File: config.mk
export PLATFORM = sky130hd
export DESIGN_NAME = la_scanctrl_flat
export DESIGN_NICKNAME = d
export VERILOG_FILES = /design/src/rtl/la_scanctrl_pkg.sv /design/src/rtl/la_scanctrl_if.sv /design/src/rtl/la_scanshift.sv /design/src/rtl/la_scanctrl.sv /design/src/flat_wrapper.sv
export SDC_FILE = /design/constraint.sdc
export NUM_CORES = 1
export LEC_CHECK = 0
export BUFFER_PORTS_ARGS = -buffer_cell sky130_fd_sc_hd__buf_4
export CAP_MARGIN = 20
export CORE_MARGIN = 4
export CORE_UTILIZATION = 56
export CTS_BUF_LIST = sky130_fd_sc_hd__clkbuf_8 sky130_fd_sc_hd__clkbuf_16
export CTS_CLUSTER_SIZE = 24
export DETAILED_ROUTE_END_ITERATION = 7
export GPL_ROUTABILITY_DRIVEN = 1
export GPL_TIMING_DRIVEN = 0
export PLACE_DENSITY_LB_ADDON = 0.1
export SLEW_MARGIN = 10
export SYNTH_ARGS = -nofsm -noshare
export SYNTH_HDL_FRONTEND = slang
export SYNTH_SLANG_ARGS = --single-unit
export TNS_END_PERCENT = 30
File: constraint.sdc
create_clock -name clk -period 3.4 [get_ports clk]
set_clock_uncertainty 0.2 [all_clocks]
set_input_delay 0.68 -clock clk [delete_from_list [all_inputs] [get_ports clk]]
set_output_delay 0.68 -clock clk [all_outputs]
set_load 0.03 [all_outputs]
File: src/rtl/la_scanctrl_pkg.sv
// Shared types for the scan test controller.
// State encoding and counter sizing helper.
package la_scan_pkg;

  typedef enum logic [2:0] {
    IDLE    = 3'd0,
    LOAD    = 3'd1,
    CAPTURE = 3'd2,
    UNLOAD  = 3'd3,
    DONE    = 3'd4
  } state_t;

  function automatic int cnt_w(input int n);
    return (n < 2) ? 1 : $clog2(n);
  endfunction

endpackage

File: src/rtl/la_scanctrl_if.sv
// Pattern handshake bundle for the scan controller.
// Stimulus and expected vector travel with pat_valid.
interface la_scanctrl_if #(
  parameter int N = 8
);
  logic         pat_valid;
  logic [N-1:0] pat_in;
  logic [N-1:0] exp_in;
  logic         pat_ready;

  modport master (
    output pat_valid,
    output pat_in,
    output exp_in,
    input  pat_ready
  );

  modport slave (
    input  pat_valid,
    input  pat_in,
    input  exp_in,
    output pat_ready
  );
endinterface

File: src/rtl/la_scanshift.sv
// Pattern shift-out register and expected-vector compare.
// exp_q rotates so it is realigned after the load pass.
module la_scanshift #(
  parameter int N = 8
) (
  input  logic         clk,
  input  logic         nreset,
  input  logic         load,
  input  logic         shift,
  input  logic [N-1:0] pat_in,
  input  logic [N-1:0] exp_in,
  input  logic         so,
  output logic         sout,
  output logic         mismatch
);
  logic [N-1:0] pat_q;
  logic [N-1:0] exp_q;

  always_ff @(posedge clk or negedge nreset) begin
    if (!nreset) begin
      pat_q <= '0;
      exp_q <= '0;
    end else if (load) begin
      pat_q <= pat_in;
      exp_q <= exp_in;
    end else if (shift) begin
      pat_q <= {1'b0, pat_q[N-1:1]};
      exp_q <= {exp_q[0], exp_q[N-1:1]};
    end
  end

  // pat_q drains to zero during load, so si idles low
  assign sout     = pat_q[0];
  assign mismatch = so ^ exp_q[0];

endmodule

File: src/rtl/la_scanctrl.sv
// Scan test controller: load, capture, unload, compare.
// Drives chain se/si and accumulates unload mismatches.
module la_scanctrl
  import la_scan_pkg::*;
#(
  parameter int N   = 8,
  parameter int CAP = 1,
  parameter int EW  = 8
) (
  input  logic          clk,
  input  logic          nreset,
  la_scanctrl_if.slave  pat,
  input  logic          clear,
  output logic          se,
  output logic          si,
  input  logic          so,
  output logic          busy,
  output logic          done,
  output logic          fail,
  output logic [EW-1:0] err_count
);
  localparam int IW = cnt_w(N);
  localparam int CW = cnt_w(CAP + 1);

  state_t        state;
  state_t        state_n;
  logic [IW-1:0] idx;
  logic [IW-1:0] idx_n;
  logic [CW-1:0] cap;
  logic [CW-1:0] cap_n;
  logic          load;
  logic          shift;
  logic          mism;
  logic          inc;

  la_scanshift #(
    .N(N)
  ) u_shift (
    .clk      (clk),
    .nreset   (nreset),
    .load     (load),
    .shift    (shift),
    .pat_in   (pat.pat_in),
    .exp_in   (pat.exp_in),
    .so       (so),
    .sout     (si),
    .mismatch (mism)
  );

  always_comb begin
    state_n = state;
    idx_n   = idx;
    cap_n   = cap;
    load    = 1'b0;
    shift   = 1'b0;
    inc     = 1'b0;
    unique case (state)
      IDLE: begin
        if (pat.pat_valid) begin
          load    = 1'b1;
          state_n = LOAD;
        end
      end
      LOAD: begin
        shift = 1'b1;
        if (idx == IW'(N - 1)) begin
          idx_n   = '0;
          state_n = CAPTURE;
        end else begin
          idx_n = idx + 1'b1;
        end
      end
      CAPTURE: begin
        if (cap == CW'(CAP - 1)) begin
          cap_n   = '0;
          state_n = UNLOAD;
        end else begin
          cap_n = cap + 1'b1;
        end
      end
      UNLOAD: begin
        shift = 1'b1;
        inc   = mism;
        if (idx == IW'(N - 1)) begin
          idx_n   = '0;
          state_n = DONE;
        end else begin
          idx_n = idx + 1'b1;
        end
      end
      DONE: begin
        state_n = IDLE;
      end
      default: begin
        state_n = IDLE;
      end
    endcase
  end

  always_ff @(posedge clk or negedge nreset) begin
    if (!nreset) begin
      state <= IDLE;
      idx   <= '0;
      cap   <= '0;
      se    <= 1'b0;
    end else begin
      state <= state_n;
      idx   <= idx_n;
      cap   <= cap_n;
      se    <= (state_n == LOAD) ||
               (state_n == UNLOAD);
    end
  end

  always_ff @(posedge clk or negedge nreset) begin
    if (!nreset) begin
      fail      <= 1'b0;
      err_count <= '0;
    end else if (clear) begin
      fail      <= 1'b0;
      err_count <= '0;
    end else if (inc) begin
      fail <= 1'b1;
      if (err_count != '1)
        err_count <= err_count + 1'b1;
    end
  end

  assign pat.pat_ready = (state == IDLE);
  assign busy          = (state != IDLE);
  assign done          = (state == DONE);

endmodule
File: src/flat_wrapper.sv
// flat-port wrapper written by rule: the top's interface ports become plain ports
module la_scanctrl_flat import la_scan_pkg::*;
#(
  parameter int N   = 8,
  parameter int CAP = 1,
  parameter int EW  = 8
)
  (clk, nreset, clear, se, si, so, busy, done, fail, err_count, pat_pat_valid, pat_pat_in, pat_exp_in, pat_pat_ready);
  la_scanctrl_if #(.N(N)) pat_i ();
  input  logic clk;
  input  logic nreset;
  input  logic clear;
  output logic se;
  output logic si;
  input  logic so;
  output logic busy;
  output logic done;
  output logic fail;
  output logic [EW-1:0] err_count;
  input wire logic [$bits(pat_i.pat_valid)-1:0] pat_pat_valid;
  input wire logic [$bits(pat_i.pat_in)-1:0] pat_pat_in;
  input wire logic [$bits(pat_i.exp_in)-1:0] pat_exp_in;
  output wire logic [$bits(pat_i.pat_ready)-1:0] pat_pat_ready;
  assign pat_i.pat_valid = pat_pat_valid;
  assign pat_i.pat_in = pat_pat_in;
  assign pat_i.exp_in = pat_exp_in;
  assign pat_pat_ready = pat_i.pat_ready;
  la_scanctrl #(.N(N), .CAP(CAP), .EW(EW)) u_core (.clk(clk), .nreset(nreset), .pat(pat_i), .clear(clear), .se(se), .si(si), .so(so), .busy(busy), .done(done), .fail(fail), .err_count(err_count));
endmodule
Word-level counts from Yosys, hierarchy flattened --
Cells that the tools add are included.
Word-level totals: output and inout port bits 14, register bits 33, word-level logic and storage cells 48, input port bits 21
Cells by class: bitwise operators 1, multiplexer cells 20, reduce and logical (&&, ||, !) cells 8, $add $sub $neg 3, equality and inequality tests 8
Operators with widths (count):
- $mux W8 | 7
- $mux W3 | 5
- $pmux W3 S4 | 1
- $eq A3 B2 Y1 const B | 3
- $add A8 B1 Y8 const B | 1
- $ne A8 B8 Y1 const B | 1
- $mux W1 | 7
- $eq A3 B1 Y1 const B | 2
- $eq A3 B3 Y1 const B | 2
- $reduce_bool A2 Y1 | 3
- $add A3 B1 Y3 const B | 1
- $logic_not A3 Y1 | 1
- $reduce_bool A3 Y1 | 1
- $reduce_and A2 Y1 | 1
- $reduce_or A2 Y1 | 1
- $add A1 B1 Y1 const B | 1
- $logic_or A1 B1 Y1 | 1
- $xor A1 B1 Y1 | 1

Longest topological paths before layout --
depth after elaboration 5, depth in mapped cells 6, gate-level depth less buffers 5

Cells and area by module --
From an unflattened synthesis, not the netlist that was laid out.
Unflattened totals: cells, all modules 146, area, all modules 1589.0 um^2
By module, submodules not included:
- la_scanctrl | instances 1, area each 838.3 um^2, cells an instance 76, sequential area each 400.4 um^2
- la_scanshift | instances 1, area each 750.7 um^2, cells an instance 70, sequential area each 400.4 um^2

Worst setup path before layout --
Ideal clock, no wire load.
path kind register -> output, from reg u_core.state[1], to out busy, arrival time 1.700 ns, data required time 2.520 ns, buffers on the path 1, stages on the path, launching flop included 4, path slack 0.820 ns, cell sequence dfrtp_1 clkbuf_2 nor3_1 inv_1
On the way: longest elaborated chain between the ends 1
RTL lines:
- start: declaration | line la_scanctrl.sv:25 | state_t state;
- start signal: assignment | line la_scanctrl.sv:107 | state <= state_n;
- $reduce_bool A3 Y1 | line la_scanctrl.sv:130 | assign busy = (state != IDLE);
- end: declaration | line flat_wrapper.sv:16 | output logic busy;
No other way between the ends.

Final worst setup path --
Same ends and word-level chain as after synthesis.

==> results.sh <==
export IMPL_status="finished clean"
export IMPL_leakage_nw=0.888
export IMPL_synthesis_instances=162
export IMPL_crit_required_ns=2.52
export IMPL_cp_arrival_ns=1.44
export IMPL_finalSetupViolCount=0
export IMPL_place_congestion=0.834
export IMPL_first_pass_iters=4
export IMPL_drtAntennaViolNets=0
export IMPL_start_util_pct=59.6
export IMPL_crit_buf_inv=3
export IMPL_die_height_um=59.6
export IMPL_numCtsBuffers=5
export IMPL_cp_end_kind="primary output"
export IMPL_ys_types=31
export IMPL_period_needed_ns=2.32
export IMPL_finalCritPeriodShare_pct=68.1
export IMPL_grt_pass1_wl_um=5460
export IMPL_worstMarginPinSlew_ns=0.449
export IMPL_syn_num_nets=186
export IMPL_wl_per_cell_um=13.8
export IMPL_die_area_sq_mm=0.00355
export IMPL_ctsRootBufferMaster="clkbuf_8"
export IMPL_cts_hold_buffers=0
export IMPL_grt_max_degree=33
export IMPL_ys_seq_area_share_pct=53.8
export IMPL_core_sq_mm=0.00250
export IMPL_drive_gt1_share_pct=22.2
export IMPL_max_cap_violations=0
export IMPL_cts_buffer_depth=2
export IMPL_total_power_mw=1.35
export IMPL_gr_usage_all_layers_pct=20.5
export IMPL_slew_viol_final=0
export IMPL_cp_top_family="buffers and inverters"
export IMPL_area_growth_synth_to_final_pct=25.2
export IMPL_pwr_density_cell_mw_per_mm2=723
export IMPL_cts_sinks=32
export IMPL_path_cells="clkbuf_2 > nor3_1 > inv_1 > buf_4"
export IMPL_syn_cell_area_sq_mm=0.00149
export IMPL_grt_setup_unrepaired="no"
export IMPL_clkLatencyLatePin_ns=0.28
export IMPL_syn_avg_cell_area_sq_um=9.19
export IMPL_clk_pin_slew_ns=0.06
export IMPL_grt_ovfl_total=0
export IMPL_n_antenna_cell=0
export IMPL_postCtsSetupBuffers=0
export IMPL_rows=18
export IMPL_io_pin_count=35
export IMPL_port_buffers=33
export IMPL_viasPerCell=5.69
export IMPL_fin_tns_setup_ns=0
export IMPL_timing_slew_headroom_pct=70.1
export IMPL_drt_total_wl_um=3210
export IMPL_antenna_found_initial=0
export IMPL_grt_pass1_vias=1262
export IMPL_final_util_pct=74.6
export IMPL_path_max_fanout=7
export IMPL_num_vias=1325
export IMPL_critPathKind="register to primary output"
export IMPL_dp_hpwl_um=2250
export IMPL_drc=0
export IMPL_yosys_warnings=0
export IMPL_cts_max_level=2
export IMPL_hold_viol_final=0
export IMPL_tritoncts="yes"
export IMPL_final_nets=226
export IMPL_ir_drop_uv=490
export IMPL_die_w_um=59.6
export IMPL_fmax_mhz=432
export IMPL_crit_path_start_kind="register"
export IMPL_critPathMaxStageDelay_ns=0.39
export IMPL_hp_class="input port to asynchronous set/reset pin"
export IMPL_cp_slowest_cell="nor3_1"
export IMPL_cts_resized=0
export IMPL_drtIter0Drc=45
export IMPL_synth_seq_cells=32
cells in the final DEF (no fill, tap or decap), types with 2 or more instances in the layout:
cell,instances
or4_1,3
clkbuf_8,6
a211oi_1,2
nand2_1,39
nor3_1,3
or3_1,3
nand3_1,7
nor2_1,17
clkbuf_1,3
xor2_1,3
buf_2,3
a21oi_1,6
o31ai_1,3
buf_4,33
buf_1,2
dfrtp_1,32
o21ai_0,3
ha_1,3
inv_1,4
a31oi_1,14
a22oi_1,2
synth_stat cells:
cell type / n / area (sq um)
clkbuf_1: 3 / 11.3
mux2i_1: 1 / 10.0
nor2_1: 17 / 63.8
a211oi_1: 2 / 15.0
and2b_1: 1 / 7.51
a21oi_1: 6 / 30.0
a31oi_1: 14 / 87.6
clkbuf_2: 1 / 5.00
nor3b_1: 1 / 7.51
o21ai_0: 3 / 15.0
or3_1: 3 / 18.8
and2_1: 1 / 6.26
buf_6: 1 / 11.3
nand4_1: 1 / 6.26
a22oi_1: 2 / 15.0
o2111ai_2: 1 / 15.0
buf_2: 3 / 15.0
nand2b_1: 1 / 6.26
nand2_1: 39 / 146
ha_1: 3 / 37.5
and3_1: 1 / 6.26
dfrtp_1: 32 / 801
a21o_1: 1 / 7.51
nor3_1: 3 / 15.0
o31ai_1: 3 / 22.5
or4_1: 3 / 22.5
inv_1: 2 / 7.51
nand3b_1: 1 / 7.51
buf_1: 2 / 7.51
xor2_1: 3 / 26.3
nand3_1: 7 / 35.0
state kept, by name, summed over array words and instances (netlist names):
name and flops:
u_core.err_count 8, u_core.u_shift.exp_q 8, u_core.u_shift.pat_q 8, u_core.idx 3, u_core.state 3, u_core.fail 1
u_core.se 1
metrics by stage:
stage                     cells  hold slack (ns)  worst slack [ns]  cell area, sq um
after floorplan             162            0.184             0.820              1490
after global placement      225            0.254              1.28              1770
after detailed placement    225            0.278              1.26              1770
after CTS                   233            0.139              1.07              1860
after global routing        233            0.143             0.956              1860
final                       233            0.123              1.08              1860
layout make-up:
class | instances | area [sq um]
plain buffers | 10 | 50.0
fillers | 187 | 636
clock inverters | 2 | 7.51
multi-input cells | 118 | 631
inverters | 2 | 7.51
flip-flops and latches | 32 | 801
well taps | 30 | 37.5
repair buffers | 33 | 248
clock buffers | 6 | 82.6
routing by layer:
metal	share of wire (%)	routed length (um)	up-vias	track usage (%)
li1	-	-	646	-
met1	42	1360	639	24.9
met2	50	1620	34	34.6
met3	6.1	195	6	6.32
met4	1.2	40	0	6.65
met5	0	0	-	0
final timing paths:
path / from / to / slack, ns / cells past startpoint
min: nreset / u_core.u_shift.pat_q[0] / 0.12 / 1
max reg2reg: u_core.err_count[0] / u_core.err_count[4] / 1.48 / 6
max: u_core.state[1] / busy / 1.08 / 4
max in group asynchronous: nreset / u_core.u_shift.pat_q[4] / 2.58 / 1
min reg2reg: u_core.idx[2] / u_core.idx[2] / 0.29 / 2
min in group clk: u_core.idx[2] / u_core.idx[2] / 0.29 / 2
power breakdown:
| part | switching [mW] | internal (mW) |
|---|---|---|
| clock network | 0.130 | 0.159 |
| logic | 0.282 | 0.198 |
| registers | 0.0764 | 0.502 |
| total | 0.489 | 0.859 |
cells by family after synthesis:
group                    after synthesis  synth area share (%)
AND/OR/NAND/NOR                       79                  23.4
AO/OA/AOI/OAI                         32                  13.9
flip-flops                            32                  53.8
buffers and inverters                 12                  3.87
XOR/XNOR                               3                  1.77
adder cells (fa/ha/maj)                3                  2.52
multiplexers                           1                 0.672
No activity file was read; power rests on OpenSTA's default activity.
